==> src/rtl/caches_pkg.sv <==
// Shared types for the cache-side memory arbiter: FSM states, grant side, default timeout.
package caches_pkg;

    typedef enum logic [1:0] {
        IDLE   = 2'd0,
        IGRANT = 2'd1,
        DGRANT = 2'd2
    } arb_state_t;

    typedef enum logic {
        GRANT_I = 1'b0,
        GRANT_D = 1'b1
    } grant_t;

    localparam int MAX_WAIT_DEFAULT = 255;

endpackage

==> src/rtl/memory_arbiter.sv <==
// Arbitrates instruction and data requests onto one RAM port; define MEMORY_ARBITER_RR_EN for round-robin ties.
// Latency: request seen in IDLE, granted next cycle, wait drops in the first grant cycle with ramready (min 2 cycles).
// Backpressure: requesters hold until their wait drops; a grant with no ramready for MAX_WAIT cycles times out and sets err.
module memory_arbiter
    import caches_pkg::*;
#(
    parameter int ADDR_W   = 32,
    parameter int DATA_W   = 32,
    parameter int MAX_WAIT = MAX_WAIT_DEFAULT
) (
    input  logic              CLK,
    input  logic              nRST,
    input  logic              iREN,
    input  logic [ADDR_W-1:0] iaddr,
    output logic              iwait,
    output logic [DATA_W-1:0] iload,
    input  logic              dREN,
    input  logic              dWEN,
    input  logic [ADDR_W-1:0] daddr,
    input  logic [DATA_W-1:0] dstore,
    output logic              dwait,
    output logic [DATA_W-1:0] dload,
    output logic              ramREN,
    output logic              ramWEN,
    output logic [ADDR_W-1:0] ramaddr,
    output logic [DATA_W-1:0] ramstore,
    input  logic [DATA_W-1:0] ramload,
    input  logic              ramready,
    output logic              err
);

    localparam int CNT_W = $clog2(MAX_WAIT + 1);

    arb_state_t        state_q, state_d;
    logic [ADDR_W-1:0] addr_q, addr_d;
    logic [DATA_W-1:0] store_q, store_d;
    logic              wr_q, wr_d;
    logic [CNT_W-1:0]  cnt_q, cnt_d;
    logic              err_q, err_d;

    logic dreq;
    logic held;
    logic pick_d;

    assign dreq = dREN | dWEN;

`ifdef MEMORY_ARBITER_RR_EN
    grant_t last_q, last_d;

    // On a tie, serve whichever side lost the previous grant.
    assign pick_d = dreq & (~iREN | (last_q == GRANT_I));

    always_comb begin
        last_d = last_q;
        if (state_q == IDLE && (dreq || iREN)) begin
            last_d = pick_d ? GRANT_D : GRANT_I;
        end
    end

    always_ff @(posedge CLK or negedge nRST) begin
        if (!nRST) begin
            last_q <= GRANT_D;
        end else begin
            last_q <= last_d;
        end
    end
`else
    assign pick_d = dreq;
`endif

    always_comb begin
        state_d = state_q;
        addr_d  = addr_q;
        store_d = store_q;
        wr_d    = wr_q;
        cnt_d   = cnt_q;
        err_d   = err_q;
        iwait   = 1'b1;
        dwait   = 1'b1;
        held    = (state_q == IGRANT) ? iREN : dreq;

        case (state_q)
            IDLE: begin
                if (dreq || iREN) begin
                    cnt_d = '0;
                    if (pick_d) begin
                        state_d = DGRANT;
                        addr_d  = daddr;
                        store_d = dstore;
                        wr_d    = dWEN;
                    end else begin
                        state_d = IGRANT;
                        addr_d  = iaddr;
                        store_d = '0;
                        wr_d    = 1'b0;
                    end
                end
            end
            IGRANT, DGRANT: begin
                // A withdrawn request ends the grant silently, even if ramready arrives now.
                if (!held) begin
                    state_d = IDLE;
                end else if (ramready) begin
                    state_d = IDLE;
                    if (state_q == IGRANT) begin
                        iwait = 1'b0;
                    end else begin
                        dwait = 1'b0;
                    end
                end else begin
                    cnt_d = cnt_q + 1'b1;
                    if (cnt_q == CNT_W'(MAX_WAIT - 1)) begin
                        state_d = IDLE;
                        err_d   = 1'b1;
                    end
                end
            end
            default: state_d = IDLE;
        endcase
    end

    always_ff @(posedge CLK or negedge nRST) begin
        if (!nRST) begin
            state_q <= IDLE;
            addr_q  <= '0;
            store_q <= '0;
            wr_q    <= 1'b0;
            cnt_q   <= '0;
            err_q   <= 1'b0;
        end else begin
            state_q <= state_d;
            addr_q  <= addr_d;
            store_q <= store_d;
            wr_q    <= wr_d;
            cnt_q   <= cnt_d;
            err_q   <= err_d;
        end
    end

    assign ramREN   = (state_q == IGRANT) | ((state_q == DGRANT) & ~wr_q);
    assign ramWEN   = (state_q == DGRANT) & wr_q;
    assign ramaddr  = addr_q;
    assign ramstore = store_q;
    assign iload    = ramload;
    assign dload    = ramload;
    assign err      = err_q;

endmodule

==> config.mk <==
export PLATFORM = sky130hd
export DESIGN_NAME = memory_arbiter
export DESIGN_NICKNAME = d
export VERILOG_FILES = /design/src/rtl/caches_pkg.sv /design/src/rtl/memory_arbiter.sv
export SDC_FILE = /design/constraint.sdc
export NUM_CORES = 1
export LEC_CHECK = 0
export ABC_AREA = 1
export CORE_MARGIN = 4
export CORE_UTILIZATION = 32
export CTS_BUF_LIST = sky130_fd_sc_hd__clkbuf_8 sky130_fd_sc_hd__clkbuf_16
export CTS_CLUSTER_SIZE = 30
export DETAILED_ROUTE_END_ITERATION = 8
export PLACE_DENSITY = 0.77
export SLEW_MARGIN = 10
export SYNTH_ARGS = -nofsm -noshare
export SYNTH_HDL_FRONTEND = slang
export SYNTH_SLANG_ARGS = --single-unit
export TNS_END_PERCENT = 5
==> constraint.sdc <==
create_clock -name CLK -period 1.5 [get_ports CLK]
set_clock_uncertainty 0.05 [all_clocks]
set_input_delay 0.3 -clock CLK [delete_from_list [all_inputs] [get_ports CLK]]
set_output_delay 0.3 -clock CLK [all_outputs]
set_load 0.01 [all_outputs]
Word-level counts from Yosys, hierarchy flattened
Cells that the tools add are included.
{ "totals": {"wordCells": 50, "regBits": 76, "out_inout_bits": 133} }
{ "op_classes": {"eq_ne": 7, "n_reduce_logical": 8, "bitwise_logic": 6, "n_mux": 22, "addsub": 1} }
{ "op_table": {"columns": ["cell", "count"], "rows": [
  ["two-way mux 32 bit", 2],
  ["two-way mux 8 bit", 3],
  ["one-hot mux 8 bit (2 select lines)", 1],
  ["two-way mux 1 bit", 10],
  ["two-way mux 2 bit", 5],
  ["adder 8 x 1 -> 8 bit, second input constant", 1],
  ["equality test 8 bit, second input constant", 1],
  ["AND reduction 4 bit", 2],
  ["inequality test 2 bit, second input constant", 3],
  ["inequality test 4 bit, second input constant", 1],
  ["one-hot mux 2 bit (2 select lines)", 1],
  ["AND reduction 2 bit", 2],
  ["AND 1 bit", 2],
  ["equality test 2 x 1 -> 1 bit, second input constant", 1],
  ["equality test 2 bit, second input constant", 1],
  ["logical NOT 2 bit", 1],
  ["NOT 1 bit", 2],
  ["bitwise OR 1 bit", 2],
  ["nonzero test 2 bit", 1],
  ["OR reduction 2 bit", 1],
  ["logical OR 1 bit", 1]
]} }

Logic depth before layout (Yosys ltp)
{ "logic_depth": {"ltp_word": 5, "ltp_mapped": 10, "ltp_nobuf": 10} }

Worst setup path after synthesis
No wires, ideal clock.
{ "synth_path": {"path_type": "register -> register", "from": "register state_q[0]", "to": "register cnt_q[2]", "t_arrival_ps": 1385, "path_slack_ps": -57, "required_time_ps": 1328, "path_stages_with_launch": 11, "setup_time_ps": 122, "n_path_buf": 0, "cell_sequence": "dfrtp_1 inv_1 ha_1 nand2_1 inv_1 nor2_1 nand2_2 inv_2 nand2_2 nand2_1 o21ai_2"} }
{ "synth_between": {"elab_chain_cells": 4} }
{ "synth_lines": {"columns": ["item", "line_no", "text"], "rows": [
  ["start, declared", "memory_arbiter.sv:34", "arb_state_t state_q, state_d;"],
  ["start signal, assigned", "memory_arbiter.sv:131", "state_q <= state_d;"],
  ["equality test 2 x 1 -> 1 bit / equality test 2 bit (equally long branches)", "memory_arbiter.sv:80, memory_arbiter.sv:82", null],
  ["two-way mux 1 bit / OR reduction 2 bit (equally long branches)", "memory_arbiter.sv:80, memory_arbiter.sv:82", null],
  ["inequality test 2 bit (no line) / nonzero test 2 bit (equally long branches)", null, null],
  ["AND reduction 4 bit (no line)", null, null],
  ["end signal, assigned", "memory_arbiter.sv:135", "cnt_q <= cnt_d;"],
  ["end, declared", "memory_arbiter.sv:38", "logic [CNT_W-1:0] cnt_q, cnt_d;"]
]} }
Parallel ways exist; a longest one is shown, timed or not.
A chain may end at the register's enable or synchronous reset.

Worst setup path in the final report
{ "layout_path": {"from": "register state_q[1]", "to": "output iwait"} }
{ "layout_between": {"elab_chain_cells": 5} }
{ "layout_lines": {"columns": ["item", "line_no", "text"], "rows": [
  ["equality test 2 x 1 -> 1 bit", "memory_arbiter.sv:80, memory_arbiter.sv:82, memory_arbiter.sv:105", null],
  ["two-way mux 1 bit", "memory_arbiter.sv:105", "if (state_q == IGRANT) begin"],
  ["two-way mux 1 bit", "memory_arbiter.sv:103", "end else if (ramready) begin"],
  ["two-way mux 1 bit", "memory_arbiter.sv:101", "if (!held) begin"],
  ["two-way mux 1 bit (*)", "memory_arbiter.sv:82", "case (state_q)"],
  ["end, declared", "memory_arbiter.sv:15", "output logic iwait,"]
]} }
Mark *: on every way between the ends. The rest lies on a longest branch, timed or not.

==> summary.md <==
| Metric | Value |
|---|---|
| Worst min path class | primary input to async pin |
| RSZ-0062 raised after global routing | yes |
| Setup TNS | -7300 ps |
| H-tree lvl count | 3 |
| Sequential area share after synthesis | 48.6% |
| Reg-to-reg startpoint | state_q[0]$_DFFE_PN0P_ |
| Synth async-reset ratio | 100% |
| Layout cells sized above 1 | 16.6% |
| Clk buf depth | 2 |
| Final Hold Violating Endpoints | 0 |
| Post-synth top cells | 102 x nand2_1, 76 x dfrtp_1, 66 x buf_4 |
| Gr ovfl total | 0 |
| Setup crit end | iwait |
| #FFs+latches synth | 76 |
| Synth unique cells | 25 |
| Post-synth EDFFs | 0 |
| Peak supply drop | around 0.00092 V |
| DRT antenna net count | 0 |
| Internal power | between 6 and 7 mW |
| Count leader, synth | nand2_1 |
| Average vias per placed instance | 4.83 |
| Initial Utilization | about 33% |
| Post-DP HPWL | 8040 um |
| Data required, critical path | around 1200 ps |
| Predominant post-synthesis flop cell | dfrtp_1 |
| Register share of total power | 31.8% |
| Post-place instance area | roughly 5400 um2 |
| Share of the synthesized area in the top cell type | 48.6% |
| Area Growth Syn to Fin | 51.6% |
| Wire per inst | 15.9 um |
| Worst-path clk slew | 70 ps |
| CTS tree | done |
| Final min period | 1830 ps |
| DRC Markers | 0 |
| Final worst path period share | 122% |
| Violated checks | setup timing |
| Switching Share | a little over a third |
| Max Cap Viol | 0 |
| Reg2reg setup slack | -160 ps |
| CP arrival | 1480 ps |
| Worst Setup Path Type | flop to primary output |
| Cells on worst reg2reg path | 7 |
| Initial DRC count | 168 |
| RePlAce Congestion | 0.778 |
| Final setup fails | 75 |
| Worst R2R End | ramstore[20]$_DFFE_PN0P_ |
| N_diodes | 0 |
| Combinational Power Share | 47.7% |
| Cell Count Post-Placement | 680 |
| Synth top area cells | dfrtp_1 49%, buf_4 13%, nand2_1 9.8%, a22o_1 7.2%, a31oi_1 5.1% |
| CTS Buf Count | 9 |
| Gr usage total | 16.0% |
| Syn Area/Cell | 9.23 um2 |
| Synth area leader | dfrtp_1 |
| Placement Setup Slack | -630 ps |
| Final Routed Wirelength | 11200 um |
| CTS sink count | between 70 and 80 |
| Clock latency on the worst-skew pair | 350 ps |
| Peak Freq | 547 MHz |
| PwrDens | 1840 nW/um2 |
| Global-route wire length before repair | 17900 um |
| Core box area | 12000 um2 |
| Initial antenna violation count | 0 |
| Post-layout nets | 696 |
| Chip height | roughly 120 um |
| Largest net degree at the start of global routing | 48 |
| I/O pin count | approximately 270 |
| Clk root buf | clkbuf_16 |
| Slew at the pin with the worst max-slew slack | 460 ps |
| Element type at the critical path end | primary output |
| Vias | 3418 |
| Rel. slew slack | 69.3% |
| Die ar. | 14100 um2 |
| Slew Limit Fails | 0 |
| Cell count after synthesis | ~420 |
| Layout Cell Area excl Fill | ~5900 um2 |
| Worst Setup Start Kind | flop |
| Clk pwr share | roughly 20% |
| Cell area after synthesis | between 3000 and 4000 um2 |
| First drt pass iteration count | 4 |
| Worst setup margin | -327 ps |
| YS warnings | 0 |
| Die W | ~120 um |
| Net Sw Power | around 4 mW |
| Status | complete, but fails checks |
| IO Port Bufs | 170 |
| Vias in the first global route | 3527 |
| Crit. Startpoint | state_q[1]$_DFFE_PN0P_ |
| Synthesized Nets | ~560 |
| Rows | 40 |
| Leakage power total | 2.73 nW |
| Worst-path maximum fanout | 3 |
| Layout Cells excl Fill | 708 |
-- worst min-delay path by stage --
stage / depth (start not counted) / endpoint / start
floorplan: 0 / cnt_q[0]$_DFFE_PN0P_ / nRST
global placement: 1 / ramstore[28]$_DFFE_PN0P_ / nRST
detailed placement: 1 / ramstore[28]$_DFFE_PN0P_ / nRST
CTS: 2 / ramstore[28]$_DFFE_PN0P_ / nRST
global route: 2 / ramstore[28]$_DFFE_PN0P_ / nRST
finish: 2 / ramstore[26]$_DFFE_PN0P_ / nRST
-- registers in the layout, indices dropped and copies added (netlist names) --
register,cells
state_q,2
cnt_q,8
wr_q,1
ramaddr,32
ramstore,32
err,1
-- cell type report --
| cell class | instances | area, um2 |
|---|---|---|
| Clock buffer | 9 | 225 |
| Clock inverter | 7 | 82.6 |
| Fill cell | 1140 | 6080 |
| Inverter | 22 | 92.6 |
| Multi-Input combinational cell | 243 | 1430 |
| Sequential cell | 76 | 1900 |
| Tap cell | 147 | 184 |
| Timing Repair Buffer | 204 | 2020 |
-- power by group through the flow --
stage / Clock, mW / Combinational, mW / Sequential [mW]
floorplan: 0 / 2.13 / 3.87
global placement: 0 / 4.91 / 3.50
detailed placement: 0 / 5.04 / 3.52
CTS: 2.31 / 5.08 / 3.48
global route: 2.41 / 5.60 / 3.61
finish: 2.24 / 5.20 / 3.47
-- kinds of logic after synthesis --
kind of cell / Yosys count / share of synthesized area, %
xor+xnor: 4 / 0.896
compound gates: 76 / 14.8
flops: 76 / 48.6
fa+ha+maj: 6 / 1.92
simple gates: 156 / 16.2
buf+inv: 106 / 17.6
-- stage by stage --
stage / power, mW / hold slack (ps) / utilization (%)
floorplan: 6.00 / -45.6 / -
global placement: 8.41 / 221 / 45.1
detailed placement: 8.56 / 226 / 45.1
CTS: 10.9 / 389 / 48.9
global route: 11.6 / 421 / 49.4
finish: 10.9 / 400 / 49.4
-- metal layers --
layer,GRT usage [%],vias to the layer above,wire [um]
met4,3.98,0,142
li1,-,1609,-
met1,17.8,1596,4380
met3,8.37,13,1090
met5,0,-,0
met2,26.9,200,5620
-- cells in the final DEF, fill, tap and decap left out, types with 4 or more instances in the layout --
cell / n
clkdlybuf4s50_1: 100
nand2_1: 98
dlygate4sd2_1: 65
buf_12: 4
nor2_1: 37
nand2_4: 4
buf_4: 21
dfrtp_1: 75
a31oi_1: 32
inv_4: 4
nand3_1: 7
a22o_1: 32
buf_6: 9
inv_2: 7
clkbuf_16: 9
inv_1: 11
o21ai_2: 8
-- what timing repair did --
action,4_1_cts,5_1_grt
setup buffers,4,4
hold buffers,1,0
cloned,3,0
resized for setup,118,9
pin swaps,6,10
endpoints found under the setup margin,142,80
endpoints found under the hold margin,31,0
-- worst max-delay path: stages, from the launching register on --
cell and delay, ps:
dfrtp_1 400, inv_2 130, ha_4 180, inv_4 40
nand2_4 70, nand2_4 50, inv_2 60, nand3_2 60
buf_6 130
No activity file was read; power rests on OpenSTA's default activity.
